<file path="config.mk">
export PLATFORM = sky130hd
export DESIGN_NAME = draw_addr_sweep_flat
export DESIGN_NICKNAME = d
export VERILOG_FILES = /design/src/rtl/draw_addr_sweep_if.sv /design/src/rtl/draw_addr_sweep.sv /design/src/flat_wrapper.sv
export SDC_FILE = /design/constraint.sdc
export NUM_CORES = 1
export LEC_CHECK = 0
export BUFFER_PORTS_ARGS = -buffer_cell sky130_fd_sc_hd__buf_4
export CAP_MARGIN = 20
export CORE_ASPECT_RATIO = 1.1
export CORE_MARGIN = 2
export CORE_UTILIZATION = 35
export DETAILED_ROUTE_END_ITERATION = 10
export GPL_TIMING_DRIVEN = 0
export SETUP_SLACK_MARGIN = 0.5
export SLEW_MARGIN = 20
export SYNTH_ARGS = -nofsm -noshare
export SYNTH_HDL_FRONTEND = slang
export SYNTH_SLANG_ARGS = --single-unit
</file>
<file path="constraint.sdc">
create_clock -name clk -period 1.95 [get_ports clk]
set_input_delay 0.39 -clock clk [delete_from_list [all_inputs] [get_ports clk]]
set_output_delay 0.39 -clock clk [all_outputs]
set_load 0.1 [all_outputs]
</file>
<file path="src/rtl/draw_addr_sweep_if.sv">
// Beat bus of the draw address sweep: LANES packed lane addresses per beat.
//
// Handshake: the producer raises valid with addr_o/last and holds all three
// stable until the consumer samples ready high on a rising clock edge; the
// beat transfers on that edge (valid && ready) and never otherwise. valid does
// not depend combinationally on ready.
interface draw_addr_sweep_if #(
    parameter int ADDR_W = 14,
    parameter int LANES  = 2
);
    logic [LANES*ADDR_W-1:0] addr_o;
    logic                    valid;
    logic                    ready;
    logic                    last;

    modport master (output addr_o, output valid, output last, input ready);
    modport slave  (input addr_o, input valid, input last, output ready);
endinterface

</file>
<file path="src/rtl/draw_addr_sweep.sv">
// Framebuffer address-sweep generator for the draw path. Walks a group index
// from a latched first group to a latched last group (inclusive, wrapping
// modulo 2^GW), emitting LANES interleaved lane addresses {grp, lane} per beat.
// Supports one-shot and looping passes, abort via stop, and back-pressure.
module draw_addr_sweep #(
    parameter int ADDR_W = 14,
    parameter int LANES  = 2,
    localparam int LOG2L = $clog2(LANES),
    localparam int GW    = ADDR_W - LOG2L
) (
    input  logic              clk,
    input  logic              reset,      // asynchronous, active low
    input  logic              start,
    input  logic              stop,
    input  logic              loop_mode,
    input  logic [GW-1:0]     first_grp,
    input  logic [GW-1:0]     last_grp,
    output logic              busy,
    output logic              done,
    output logic [1:0]        state_o,    // FSM state for observation
    draw_addr_sweep_if.master bus
);

    typedef enum logic [1:0] {
        S_IDLE = 2'd0,
        S_RUN  = 2'd1,
        S_DONE = 2'd2
    } state_t;

    state_t                  state_q, state_d;
    logic [GW-1:0]           grp_q, grp_d;
    logic [GW-1:0]           first_q, first_d;
    logic [GW-1:0]           lastg_q, lastg_d;
    logic                    loop_q, loop_d;
    logic [LANES*ADDR_W-1:0] addr_q, addr_d;
    logic                    valid_q, valid_d;
    logic                    last_q, last_d;
    logic                    busy_q, busy_d;
    logic                    done_q, done_d;

    logic                    hs;
    logic [GW-1:0]           grp_inc;

    // Lane k of a beat is the group shifted up by LOG2L with k in the low bits.
    function automatic logic [LANES*ADDR_W-1:0] pack_addr(input logic [GW-1:0] g);
        logic [LANES*ADDR_W-1:0] v;
        v = '0;
        for (int k = 0; k < LANES; k++) begin
            v[k*ADDR_W +: ADDR_W] = (ADDR_W'(g) << LOG2L) | ADDR_W'(k);
        end
        return v;
    endfunction

    assign hs      = valid_q && bus.ready;
    assign grp_inc = grp_q + GW'(1);

    // Next-state and next-output logic; all outputs come straight from flops.
    always_comb begin
        state_d = state_q;
        grp_d   = grp_q;
        first_d = first_q;
        lastg_d = lastg_q;
        loop_d  = loop_q;
        addr_d  = addr_q;
        valid_d = valid_q;
        last_d  = last_q;
        busy_d  = busy_q;
        done_d  = 1'b0;
        case (state_q)
            S_IDLE: begin
                if (start) begin
                    state_d = S_RUN;
                    grp_d   = first_grp;
                    first_d = first_grp;
                    lastg_d = last_grp;
                    loop_d  = loop_mode;
                    addr_d  = pack_addr(first_grp);
                    valid_d = 1'b1;
                    last_d  = (first_grp == last_grp);
                    busy_d  = 1'b1;
                end
            end
            S_RUN: begin
                // stop has priority; a beat handshaken in the same cycle is
                // treated as consumed, but the group does not advance.
                if (stop) begin
                    state_d = S_IDLE;
                    valid_d = 1'b0;
                    last_d  = 1'b0;
                    busy_d  = 1'b0;
                end else if (hs) begin
                    if (last_q) begin
                        done_d = 1'b1;
                        if (loop_q) begin
                            // Restart the range with no bubble on valid.
                            grp_d  = first_q;
                            addr_d = pack_addr(first_q);
                            last_d = (first_q == lastg_q);
                        end else begin
                            state_d = S_DONE;
                            valid_d = 1'b0;
                            last_d  = 1'b0;
                            busy_d  = 1'b0;
                        end
                    end else begin
                        grp_d  = grp_inc;
                        addr_d = pack_addr(grp_inc);
                        last_d = (grp_inc == lastg_q);
                    end
                end
            end
            S_DONE: begin
                state_d = S_IDLE;
            end
            default: begin
                state_d = S_IDLE;
                valid_d = 1'b0;
                last_d  = 1'b0;
                busy_d  = 1'b0;
            end
        endcase
    end

    // State and output registers with asynchronous active-low clear.
    always_ff @(posedge clk or negedge reset) begin
        if (!reset) begin
            state_q <= S_IDLE;
            grp_q   <= '0;
            first_q <= '0;
            lastg_q <= '0;
            loop_q  <= 1'b0;
            addr_q  <= '0;
            valid_q <= 1'b0;
            last_q  <= 1'b0;
            busy_q  <= 1'b0;
            done_q  <= 1'b0;
        end else begin
            state_q <= state_d;
            grp_q   <= grp_d;
            first_q <= first_d;
            lastg_q <= lastg_d;
            loop_q  <= loop_d;
            addr_q  <= addr_d;
            valid_q <= valid_d;
            last_q  <= last_d;
            busy_q  <= busy_d;
            done_q  <= done_d;
        end
    end

    assign bus.addr_o = addr_q;
    assign bus.valid  = valid_q;
    assign bus.last   = last_q;
    assign busy       = busy_q;
    assign done       = done_q;
    assign state_o    = state_q;

endmodule

</file>
<file path="src/flat_wrapper.sv">
// flat-port wrapper written by rule: the top's interface ports become plain ports
module draw_addr_sweep_flat 
#(
    parameter int ADDR_W = 14,
    parameter int LANES  = 2,
    localparam int LOG2L = $clog2(LANES),
    localparam int GW    = ADDR_W - LOG2L
)
  (clk, reset, start, stop, loop_mode, first_grp, last_grp, busy, done, state_o, bus_addr_o, bus_valid, bus_last, bus_ready);
  draw_addr_sweep_if #(.ADDR_W(ADDR_W), .LANES(LANES)) bus_i ();
  input  logic clk;
  input  logic reset;
  input  logic start;
  input  logic stop;
  input  logic loop_mode;
  input  logic [GW-1:0] first_grp;
  input  logic [GW-1:0] last_grp;
  output logic busy;
  output logic done;
  output logic [1:0] state_o;
  output wire logic [$bits(bus_i.addr_o)-1:0] bus_addr_o;
  output wire logic [$bits(bus_i.valid)-1:0] bus_valid;
  output wire logic [$bits(bus_i.last)-1:0] bus_last;
  input wire logic [$bits(bus_i.ready)-1:0] bus_ready;
  assign bus_addr_o = bus_i.addr_o;
  assign bus_valid = bus_i.valid;
  assign bus_last = bus_i.last;
  assign bus_i.ready = bus_ready;
  draw_addr_sweep #(.ADDR_W(ADDR_W), .LANES(LANES)) u_core (.clk(clk), .reset(reset), .start(start), .stop(stop), .loop_mode(loop_mode), .first_grp(first_grp), .last_grp(last_grp), .busy(busy), .done(done), .state_o(state_o), .bus(bus_i));
endmodule
</file>
# After elaboration in Yosys (flattened, before gate mapping)
# Index checks and enable logic that the tools add are counted.
# word_totals
output_inout_bits	34
reg_bits	73
# op_classes
n_mux	34
n_bitwise	1
n_reduce_logical	8
add_sub_neg	1
eq_ne	12
# ops
op	n
$mux W28	5
$mux W13	5
$pmux W28 S2	1
$eq A13 B13 Y1	3
$pmux W13 S2	1
$mux W1	14
$add A13 B1 Y13 const B	1
$mux W2	5
$reduce_and A5 Y1	2
$ne A3 B2 Y1 const B	3
$pmux W1 S3	2
$ne A2 B2 Y1 const B	2
$pmux W2 S2	1
$reduce_and A4 Y1	1
$ne A3 B3 Y1 const B	1
$reduce_and A3 Y1	1
$eq A2 B1 Y1 const B	1
$eq A2 B2 Y1 const B	1
$logic_not A2 Y1	1
$ne A2 B1 Y1 const B	1
$reduce_and A2 Y1	1
$reduce_bool A2 Y1	1
$logic_and A1 B1 Y1	1
$not A1 Y1	1

# Logic depth before layout (Yosys ltp)
# logic_depth
word_depth	6
mapped_depth	8

# Worst setup path after synthesis
# Ideal clock, no wire load.
# synth_path
path_type	register -> register
startpoint	reg u_core.grp_q[0]
endpoint	reg u_core.last_q (netlist: u_core.bus.last)
path_stages_with_launch	9
n_path_buf	1
path_slack_ps	-614
setup_time_ps	104
t_arrival_ps	2460
required_ps	1846
path_cell_list	dfrtp_1 ha_1 nand3_1 buf_2 o21ai_0 o221ai_1 a211oi_1 nand4_1 o41ai_2
# synth_between
elab_chain_len	6
# synth_lines
item	line_no	rtl
start: declaration	draw_addr_sweep.sv:31	logic [GW-1:0] grp_q, grp_d;
start signal: assignment	draw_addr_sweep.sv:139	grp_q <= grp_d;
$add A13 B1 Y13	draw_addr_sweep.sv:55	assign grp_inc = grp_q + GW'(1);
$eq A13 B13 Y1	draw_addr_sweep.sv:108	last_d = (grp_inc == lastg_q);
$mux W1	draw_addr_sweep.sv:92	if (last_q) begin
$mux W1	draw_addr_sweep.sv:91	end else if (hs) begin
$mux W1	draw_addr_sweep.sv:86	if (stop) begin
$pmux W1 S3	draw_addr_sweep.sv:69	case (state_q)
end signal: assignment	draw_addr_sweep.sv:145	last_q <= last_d;
end: declaration	draw_addr_sweep.sv:37	logic last_q, last_d;
# No other way between the ends. The select of a mux whose other input is x is not followed.
# A chain may end at the register's enable or synchronous reset.

# Final worst setup path
# layout_path
startpoint	reg u_core.grp_q[5]
endpoint	reg u_core.last_q (netlist: u_core.bus.last)
# Same word-level chain as after synthesis.

==> results_dict.tcl <==
set metrics [dict create \
    maxCapViolCount 0 \
    finalCritPeriodShare 1.015 \
    viasPerCell 5.230 \
    ys_ff_latch 46 \
    finalHoldViolCount 0 \
    fmax_mhz 505.2 \
    clock_sinks 46 \
    drt_iter0_markers 203 \
    period_needed_ns 1.979 \
    die-area_mm2 0.009333 \
    maxSlewViolCount 0 \
    cts_tree "done" \
    place_area_mm2 0.003914 \
    crit_path_end_kind "register" \
    drive_gt1_frac 0.5606 \
    numPortBuffers 64 \
    vias 2866 \
    die_h_um 101.1 \
    cp_num_buf_inv 1 \
    final_util 0.6407 \
    crit_required_ns 2.15 \
    clock_latency_ns 0.31 \
    layout_setup_ws_ns -0.02941 \
    drc 0 \
    cp_top_family "simple AND/OR/NAND/NOR gates" \
    core.rowCount 35 \
    synth_ff_type "dfrtp_1" \
    antenna_found_initial 0 \
    dp_hpwl_um 6231 \
    clock_skew_ns 0.01053 \
    path_depth 7 \
    avgSynthCellArea_um2 9.683 \
    ys_seq_area_frac 0.3835 \
    syn2layout_area_growth_pct 78.53 \
    status "finished, violations left" \
    worst_slew_pin_slew_ns 0.6240 \
    syn_inst 310 \
    relSlewSlack 0.5840 \
    grt_pass1_wl_um 15620 \
    ant_nets 0 \
    violations "setup timing" \
    grt_pass1_vias 2819 \
    hold_class "primary input to asynchronous set/reset pin" \
    nFillCells 638 \
    path_cells "buf_8, nand3_4, nor4_4, xnor2_2, xor2_1, o211ai_1, o41ai_2" \
    clock_path_buffers 2 \
    die_w_um 92.30 \
    antenna_cells 0 \
    yosys.cell_types.count 45 \
    final_nets 469 \
    async_flop_share 1.000 \
    cpPeakStageDelay_ns 0.44 \
    postLayoutCellArea_mm2 0.005359 \
    rsz0062_at_grt "yes" \
    start_util 0.3589 \
    track_usage 0.2218 \
    htreeDepth 2 \
    yosys_warnings 0 \
    syn_area_mm2 0.003002 \
    worstPathMaxFanout 9 \
    worstPathArrival_ns 2.18 \
    syn_nets 343 \
    drt-total-wl_um 10220 \
    synth-edff-count 0 \
    crit_path_start_kind "register" \
    finalSetupViolations 1 \
    critPathKind "register to register" \
    cp_slowest_cell "dfrtp_4" \
    gp_congestion 0.9247 \
    cts-root-buf "clkbuf_8" \
    overflow 0 \
    dr.pass1.iters 4 \
    io-pin-count 66 \
    cts_hold_buffers 0 \
    cts.reportedPaths.clkPinSlew_ns 0.10 \
    wl_per_cell_um 18.64 \
    grt_max_degree 47 \
    ff2ff_path_depth 7 \
    core-area_mm2 0.008364 \
    cts_buffers 5 \
]
## layer usage
| layer | part of all wire | global-route usage | vias to the layer above |
|---|---|---|---|
| met2 | 0.51 | 0.3971 | 117 |
| met4 | 0.034 | 0.06659 | 0 |
| met3 | 0.056 | 0.02693 | 22 |
| met5 | 0 | 0 | - |
| li1 | - | - | 1310 |
| met1 | 0.40 | 0.2820 | 1417 |
## worst reg2reg max path: stages (launching register included)
cell	delay (ns)
dfrtp_4	0.44
buf_8	0.15
nand3_4	0.14
nor4_4	0.33
xnor2_2	0.16
xor2_1	0.20
o211ai_1	0.14
o41ai_2	0.31
## cells in the mapped netlist (6+ instances only)
cell type,number,area (um2)
xnor2_1,28,245.2
buf_4,15,112.6
nand3_1,10,50.05
xor2_1,21,183.9
nand2_1,32,120.1
dfrtp_1,46,1151
nor2_1,22,82.58
o21ai_0,10,50.05
mux2_2,28,315.3
nand2b_1,7,43.79
o211ai_1,6,45.04
a31oi_1,13,81.33
buf_2,8,40.04
## state kept, by name, indices dropped and copies added (netlist names)
signal / count
u_core.lastg_q: 13
u_core.loop_q: 1
u_core.state_o: 2
u_core.bus.last: 1
u_core.first_q: 13
u_core.busy: 1
u_core.bus.addr_o: 2
u_core.grp_q: 12
u_core.done: 1
## area by class of cell
| class | count | area, um2 | share of cell area |
|---|---|---|---|
| Inverter | 3 | 11.26 | 0.002101 |
| Timing Repair Buffer | 119 | 1500 | 0.2799 |
| Tap cell | 111 | 138.9 | 0.02592 |
| Multi-Input combinational cell | 229 | 2007 | 0.3745 |
| Clock inverter | 3 | 40.04 | 0.007471 |
| Sequential cell | 46 | 1212 | 0.2262 |
| Clock buffer | 5 | 68.82 | 0.01284 |
| Buffer | 32 | 380.4 | 0.07098 |
## stage by stage
stage,setup WS (ns),std cells,TNS (ns),hold slack [ns]
global placement,-0.2253,485,-0.3146,0.4466
finish,-0.02941,548,-0.02941,0.08940
floorplan,-0.06699,310,-0.06699,0.09441
detailed placement,-0.2184,485,-0.3144,0.4490
global route,-0.1436,548,-0.1694,0.1288
CTS,-0.008067,529,-0.008067,0.1092
## cell families after synthesis
logic type | count (synthesis) | synth area share
buf+inv | 35 | 0.07587
flops | 46 | 0.3835
compound gates | 47 | 0.1063
mux | 30 | 0.1117
fa+ha+maj | 1 | 0.004168
simple gates | 101 | 0.1742
xor+xnor | 49 | 0.1430
other cells | 1 | 0.001249
## final timing paths
kind,to,slack [ns],start
max in group asynchronous,u_core.grp_q[1],1.38,reset
worst max-delay path,u_core.bus.last,-0.03,u_core.grp_q[5]
worst min register to register,u_core.bus.addr_o[14],0.50,u_core.bus.addr_o[14]
worst max register to register,u_core.bus.last,-0.03,u_core.grp_q[5]
min in group clk,u_core.loop_q,0.30,loop_mode
worst min-delay path,u_core.state_o[0],0.09,reset
## placed cells by master (no fill, tap or decap), types with 8 or more instances in the layout
master and n:
nand3_1 8, xor2_1 20, buf_12 35, buf_6 48, dfrtp_1 29, a31oi_1 8, dfrtp_4 16, xnor2_1 26
nor2_1 10, mux2_4 28, buf_4 52, nand2_1 31
## repair_timing
item / 4_1_cts / 5_1_grt
endpoints found under the setup margin: 66 / 74
resized for setup: 138 / 45
setup buffers: 32 / 19
gates cloned: 4 / 0
pin swaps: 15 / 12
Power is not shown: default switching activity piles up to over one toggle a cycle in this logic, so the estimate is an artifact.
